**src/rtl/regfile_wb_arbiter.sv**
```systemverilog
// regfile_wb_arbiter: shares the register-file write port between the main pipeline and a FIFO-buffered special-result path
module regfile_wb_arbiter #(
  parameter int DATA_W     = 32,
  parameter int REG_AW     = 5,
  parameter int FIFO_DEPTH = 4,
  parameter int MAX_WAIT   = 3
) (
  input  logic                            Clk,
  input  logic                            Rst_n,
  input  logic                            pipe_wr_en,
  input  logic [REG_AW-1:0]               pipe_wr_reg,
  input  logic [DATA_W-1:0]               pipe_wr_data,
  input  logic                            spec_wr_en,
  input  logic [REG_AW-1:0]               spec_wr_reg,
  input  logic [DATA_W-1:0]               spec_wr_data,
  output logic                            spec_ready,
  output logic                            pipe_stall,
  output logic                            WB_RegWrite,
  output logic [REG_AW-1:0]               WB_WriteRegister,
  output logic [DATA_W-1:0]               WB_WriteData,
  input  logic [REG_AW-1:0]               ID_rs,
  input  logic [REG_AW-1:0]               ID_rt,
  output logic                            rs_pending,
  output logic                            rt_pending,
  output logic [$clog2(FIFO_DEPTH):0]     fifo_count,
  output logic                            overflow_err
);
  localparam int PW = $clog2(FIFO_DEPTH);
  localparam int CW = PW + 1;
  localparam int WW = $clog2(MAX_WAIT + 1);
  logic [REG_AW-1:0] mem_reg  [FIFO_DEPTH];
  logic [DATA_W-1:0] mem_data [FIFO_DEPTH];
  logic [PW-1:0]     off      [FIFO_DEPTH];
  logic [PW-1:0]     rd_ptr, wr_ptr;
  logic [CW-1:0]     count;
  logic [WW-1:0]     wait_cnt;
  logic              pipe_valid, spec_valid, non_empty, forced, grant_pipe, deq, byp, enq;
  assign fifo_count = count;
  assign pipe_valid = pipe_wr_en && (pipe_wr_reg != '0);
  assign spec_valid = spec_wr_en && (spec_wr_reg != '0);
  assign non_empty  = count != '0;
  assign spec_ready = Rst_n && (count < CW'(FIFO_DEPTH));
  assign forced     = non_empty && (wait_cnt == WW'(MAX_WAIT));
  assign pipe_stall = forced && pipe_valid;
  assign grant_pipe = pipe_valid && !forced;
  assign deq        = forced || (!pipe_valid && non_empty);
  assign byp        = !pipe_valid && !non_empty && spec_valid && spec_ready;
  assign enq        = spec_valid && spec_ready && !byp;
  // Pending query: entries between head and count are live, including a head leaving this cycle
  always_comb begin
    rs_pending = 1'b0;
    rt_pending = 1'b0;
    for (int j = 0; j < FIFO_DEPTH; j++) begin
      off[j] = PW'(j) - rd_ptr;
      rs_pending = rs_pending | ((CW'(off[j]) < count) && (mem_reg[j] == ID_rs));
      rt_pending = rt_pending | ((CW'(off[j]) < count) && (mem_reg[j] == ID_rt));
    end
    rs_pending = rs_pending && (ID_rs != '0);
    rt_pending = rt_pending && (ID_rt != '0);
  end
  // FIFO storage needs no reset; validity lives in the pointers and count
  always_ff @(posedge Clk) begin
    if (enq) begin
      mem_reg[wr_ptr]  <= spec_wr_reg;
      mem_data[wr_ptr] <= spec_wr_data;
    end
  end
  // Pointers, age counter, registered write-port outputs and sticky overflow flag
  always_ff @(posedge Clk) begin
    if (!Rst_n) begin
      rd_ptr           <= '0;
      wr_ptr           <= '0;
      count            <= '0;
      wait_cnt         <= '0;
      WB_RegWrite      <= 1'b0;
      WB_WriteRegister <= '0;
      WB_WriteData     <= '0;
      overflow_err     <= 1'b0;
    end else begin
      if (deq) rd_ptr <= rd_ptr + 1'b1;
      if (enq) wr_ptr <= wr_ptr + 1'b1;
      count            <= count + CW'(enq) - CW'(deq);
      wait_cnt         <= (deq || !non_empty) ? '0 : forced ? wait_cnt : wait_cnt + 1'b1;
      WB_RegWrite      <= deq || grant_pipe || byp;
      WB_WriteRegister <= deq ? mem_reg[rd_ptr] : grant_pipe ? pipe_wr_reg : byp ? spec_wr_reg : '0;
      WB_WriteData     <= deq ? mem_data[rd_ptr] : grant_pipe ? pipe_wr_data : byp ? spec_wr_data : '0;
      if (spec_wr_en && !spec_ready) overflow_err <= 1'b1;
    end
  end
endmodule

```
**config.mk**
```make
export PLATFORM = sky130hd
export DESIGN_NAME = regfile_wb_arbiter
export DESIGN_NICKNAME = d
export VERILOG_FILES = /design/src/rtl/regfile_wb_arbiter.sv
export SDC_FILE = /design/constraint.sdc
export NUM_CORES = 1
export LEC_CHECK = 0
export ABC_AREA = 1
export BUFFER_PORTS_ARGS = -buffer_cell sky130_fd_sc_hd__buf_4
export CORE_MARGIN = 1
export CORE_UTILIZATION = 55
export DETAILED_ROUTE_END_ITERATION = 12
export PLACE_DENSITY = 0.77
export RECOVER_POWER = 100
export SLEW_MARGIN = 20
export SYNTH_ARGS = -nofsm -noshare
export SYNTH_HDL_FRONTEND = slang
export SYNTH_SLANG_ARGS = --single-unit
```
**constraint.sdc**
```tcl
create_clock -name Clk -period 4.6 [get_ports Clk]
set_input_delay 0.92 -clock Clk [delete_from_list [all_inputs] [get_ports Clk]]
set_output_delay 0.92 -clock Clk [all_outputs]
set_load 0.1 [all_outputs]
```
# [Word level (Yosys, flattened, before mapping)]
# Memories as Yosys holds them, arrays and structs flattened. A register that Yosys moved wholly into a read port is not among the register bits.
# Cells that the tools add are included.
[totals] reg_bits=48 ram_bits=148 input_bits=88 out_inout_bits=46 wordCells=90 mem_count=2
[memory_table] name="mem_data" depth=4 width=32 rd=1 rd_clocked_by_memory_dff=1 wr=1 line="32" source="logic [DATA_W-1:0] mem_data [FIFO_DEPTH];"
[memory_table] name="mem_reg" depth=4 width=5 rd=5 rd_clocked_by_memory_dff=1 wr=1 line="31" source="logic [REG_AW-1:0] mem_reg [FIFO_DEPTH];"
[classes] n_addsub=9 n_lt_le_gt_ge=5 eq_ne=9 n_mux=12 bitwise=7 reduce_logical=38
[ops] operator="32-bit 2-to-1 mux" count=3
[ops] operator="5-bit == test" count=8
[ops] operator="1-bit logical AND" count=23
[ops] operator="5-bit nonzero test" count=4
[ops] operator="5-bit 2-to-1 mux" count=3
[ops] operator="2-bit by 3-bit < comparator with 1-bit output" count=4
[ops] operator="2-bit 2-to-1 mux" count=4
[ops] operator="2-bit by 1-bit adder with 2-bit output, second input constant" count=3
[ops] operator="1-bit OR" count=6
[ops] operator="1-bit logical NOT" count=5
[ops] operator="1-bit logical OR" count=4
[ops] operator="1-bit by 2-bit subtractor with 2-bit output, first input constant" count=2
[ops] operator="2-bit subtractor, first input constant" count=2
[ops] operator="3-bit by 1-bit adder with 3-bit output" count=1
[ops] operator="3-bit < comparator, second input constant" count=1
[ops] operator="3-bit nonzero test" count=1
[ops] operator="3-bit by 1-bit subtractor with 3-bit output" count=1
[ops] operator="2-bit == test, second input constant" count=1
[ops] operator="1-bit 2-to-1 mux" count=2
[ops] operator="2-bit OR reduction" count=1
[ops] operator="1-bit inverter" count=1

# [Depth between registers and ports, before layout]
[depth] ltp_word=10 depth_mapped=14 depth_no_buf=12

# [Least setup slack after synthesis]
# Ideal clock, no wire load.
[synth_timing] path_kind="flip-flop to output port" startpoint="register count[1], in the netlist fifo_count[1]" endpoint="output port rs_pending" arrival_time_ps=3343 t_required_ps=3680 path_slack_ps=337 stages_incl_launch_ff=11 n_path_buf=0 path_cell_list="dfxtp_1 > inv_1 > ha_1 > nor2_1 > nand2_1 > nand2_1 > nor2_1 > nand3_1 > nand2_1 > nor2_1 > nor2_1"
[synth_via] elab_chain_cells=6 word_cells_on_any_way=12 classes_between="4 x order compare; 3 x bitwise; 5 x reduce/logical"
[synth_rtl] element="start: declaration" line="35" source="logic [CW-1:0] count;"
[synth_rtl] element="start signal: assignment" line="82" source="count <= count + CW'(enq) - CW'(deq);"
[synth_rtl] element="2-bit by 3-bit < comparator with 1-bit output" line="55" source="rs_pending = rs_pending | ((CW'(off[j]) < count) && (mem_reg[j] == ID_rs));"
[synth_rtl] element="1-bit logical AND" line="55"
[synth_rtl] element="1-bit OR (2 in series)" line="55"
[synth_rtl] element="1-bit OR (*)" line="55"
[synth_rtl] element="1-bit logical AND (*)" line="58" source="rs_pending = rs_pending && (ID_rs != '0);"
[synth_rtl] element="end: declaration" line="23" source="output logic rs_pending,"
# Every way passes the cells marked *; elsewhere a longest branch is shown, timed or not.

# [Final worst setup path]
[layout_timing] startpoint="register count[2], in the netlist fifo_count[2]" endpoint="memory mem_data[3][14] (enable)"
[layout_via] elab_chain_cells=9 word_cells_on_any_way=12 classes_between="1 x order compare; 2 x mux; 9 x reduce/logical"
[layout_rtl] element="branches (longest 6 deep; another with 3-bit < comparator)"
[layout_rtl] element="1-bit logical AND (*)" line="48" source="assign enq = spec_valid && spec_ready && !byp;"
[layout_rtl] element="1-bit 2-to-1 mux (*)" line="63" source="if (enq) begin"
[layout_rtl] element="1-bit 2-to-1 mux (implied by the code) (*)" line="65" source="mem_data[wr_ptr] <= spec_wr_data;"
[layout_rtl] element="end: declaration" line="32"
# Mark *: on every way between the ends.

==> results.json <==
{
  "largest_register_ffs": 128,
  "hold_viol": 0,
  "fill_cells": 1354,
  "synth.avg_cell_area_sq_um": 9.28,
  "io_buffers": 133,
  "synthToLayoutAreaGrowth_pct": 15.5,
  "cp-end-kind": "flip-flop",
  "firstDrtPassIters": 5,
  "detail_route.wl_per_cell_microns": 17.0,
  "p_sw_frac": 0.413,
  "vias": 7075,
  "finalMaxSlewViolations": 44,
  "finalInstanceArea_sq_um": 10500,
  "start_util": 0.568,
  "drive_gt1_frac": 0.104,
  "worstPathCellList": "nor2_4 -> nand2_4 -> inv_1 -> nand2_2 -> nand2_1 -> nor2_1 -> buf_4",
  "ir_drop_mv": 0.301,
  "place_area_sq_um": 10200,
  "ant_nets": 0,
  "root_buffer": "clkbuf_16",
  "seq_power_share": 0.367,
  "synth_edf_count": 148,
  "power_switching_mw": 2.44,
  "yosys.area.top_type": "edfxtp_1",
  "drt_iter0_markers": 704,
  "cp-start-kind": "flip-flop",
  "synthFlopType": "edfxtp_1",
  "relSlewSlack": -0.608,
  "ys_seq_area_frac": 0.599,
  "async_reset_ff_frac": 0,
  "setup_viol": 0,
  "finalSetupTns_ns": 0,
  "final_nets": 1188,
  "violations": "max-capacitance violations, max-slew violations",
  "ys_ff_latch": 198,
  "fmax_ghz": 0.262,
  "p_leak_nw": 4.26,
  "syn_inst": 979,
  "register_area_sq_um": 5450,
  "gp_congestion": 0.864,
  "grt_start_max_net_pins": 78,
  "cts_tree": "built",
  "max_cap_viol_count": 1,
  "timing.final.crit_share": 0.831,
  "post_cts_resized": 0,
  "fp.dieH_microns": 131,
  "multiInputGateArea_sq_um": 3090,
  "n_antenna_cell": 0,
  "tightestPinTransition_ns": 2.41,
  "clock_latency_ns": 0.43,
  "critPathArrivalTime_ns": 3.93,
  "cp_max_fo": 41,
  "grt_pass1_vias": 6799,
  "place_ws_ns": 1.06,
  "pwr-share-clk": 0.266,
  "vias_per_cell": 5.37,
  "hpwl_mm": 13.8,
  "rrSetupSlack_ns": 0.78,
  "layout_min_cycle_time_ns": 3.82,
  "core_area_sq_um": 16000,
  "min_path_cells": 1,
  "status": "finished with violations",
  "grt.overflow.total": 0,
  "finClkSkew_ns": 0.00841,
  "die_w_microns": 131,
  "crit_slowest_cell": "nor2_1",
  "critPathBufInv": 2,
  "hold_path_class": "flip-flop to flip-flop",
  "clock_sinks": 198,
  "num_rows": 46,
  "numPlacedInstances": 1285,
  "io_pins": 134,
  "numCtsBuffers": 17,
  "cellPowerDensity_nw_per_um2": 562,
  "yosys-top-cells-area": "edfxtp_1 (49%), nand2_1 (12%), dfxtp_1 (11%)",
  "die_area_sq_um": 17000,
  "synth_area_sq_um": 9080,
  "max_stage_delay_ns": 1.06,
  "grt_pass1_wl_mm": 34.8,
  "htreeDepth": 4,
  "p_comb_frac": 0.367,
  "ff2ff_path_depth": 7,
  "crit_type": "flip-flop to flip-flop",
  "yosysWarningCount": 0,
  "final_util": 0.656,
  "synth_cell_types": 29,
  "critical_path_required_ns": 4.71,
  "gr-usage-all-layers": 0.275,
  "setup_ws_ns": 0.779,
  "rsz0062_at_grt": "no",
  "synth_fp_nets": 1079,
  "routed_wl_mm": 22.3,
  "worst-path-stages": 7,
  "drc": 0,
  "intPower_mw": 3.46,
  "antenna_found_initial": 0,
  "cts_buffer_depth": 2,
  "ctsHoldBuffers": 0,
  "cpLargestDelayFamily": "simple AND/OR/NAND/NOR gates",
  "clk_pin_slew_worst_paths_ns": 0.07,
  "cts_setup_buffers": 0,
  "synth.top_cell.area_share": 0.489,
  "layout.cells.non_filler": 1317
}
[cell families (layout without fill, tap and decap cells)]
logic type               after synthesis  in the layout  synth area share
AND/OR/NAND/NOR                      551            551             0.257
XOR/XNOR                              34             34            0.0328
flip-flops                           198            198             0.599
AO/OA/AOI/OAI                         54             54            0.0300
adder cells (fa/ha/maj)               12             12            0.0174
buffers and inverters                130            252            0.0635
[Yosys cell counts (8+ instances only)]
library cell / n
a21oi_1: 47
buf_2: 17
buf_6: 8
clkbuf_1: 29
dfxtp_1: 50
edfxtp_1: 148
ha_1: 11
inv_1: 67
nand2_1: 295
nand3_1: 117
nand4_1: 18
nor2_1: 100
nor2_2: 10
xnor2_1: 14
xor2_1: 20
[power by group through the flow]
| stage | registers [mW] | clock network (mW) | logic [mW] |
|---|---|---|---|
| after global placement | 2.20 | 0 | 2.22 |
| after detailed placement | 2.20 | 0 | 2.26 |
| final | 2.16 | 1.57 | 2.17 |
| after global routing | 2.18 | 1.64 | 2.34 |
| after CTS | 2.16 | 1.58 | 2.27 |
| after floorplan | 2.85 | 0 | 1.07 |
[final cells by class]
| class | instances | share of cell area |
|---|---|---|
| clock buffers | 21 | 0.0429 |
| clock inverters | 11 | 0.0167 |
| inverters | 73 | 0.0261 |
| multi-input cells | 651 | 0.294 |
| flip-flops and latches | 198 | 0.519 |
| well taps | 216 | 0.0258 |
| repair buffers | 147 | 0.0749 |
[placed cells by master, fill, tap and decap left out, types with 18 or more instances in the layout]
| cell type | instances |
|---|---|
| xor2_1 | 20 |
| dfxtp_1 | 48 |
| nand3_1 | 117 |
| clkbuf_1 | 91 |
| inv_1 | 68 |
| nand4_1 | 18 |
| nor2_1 | 97 |
| nand2_1 | 295 |
| edfxtp_1 | 148 |
| buf_4 | 58 |
| a21oi_1 | 47 |
[final timing paths]
path                      to           from
max          mem_data[3][14]  fifo_count[2]
max reg2reg  mem_data[3][14]  fifo_count[2]
min              wait_cnt[0]    wait_cnt[0]
min reg2reg      wait_cnt[0]    wait_cnt[0]
[per-layer routing]
layer  vias up  wire length (microns)  global-route usage
met5         -                      0                   0
met4         0                    497               0.112
met3        39                   1490              0.0444
met2       310                  11000               0.464
met1      3302                   9380               0.356
li1       3424                      -                   -
[stage by stage]
stage | hold slack [ns] | power, mW
after floorplan | 0.398 | 3.92
after global placement | 0.412 | 4.41
after detailed placement | 0.435 | 4.46
after CTS | 0.444 | 6.01
after global routing | 0.469 | 6.16
final | 0.445 | 5.90
(Power assumes the default switching activity.)
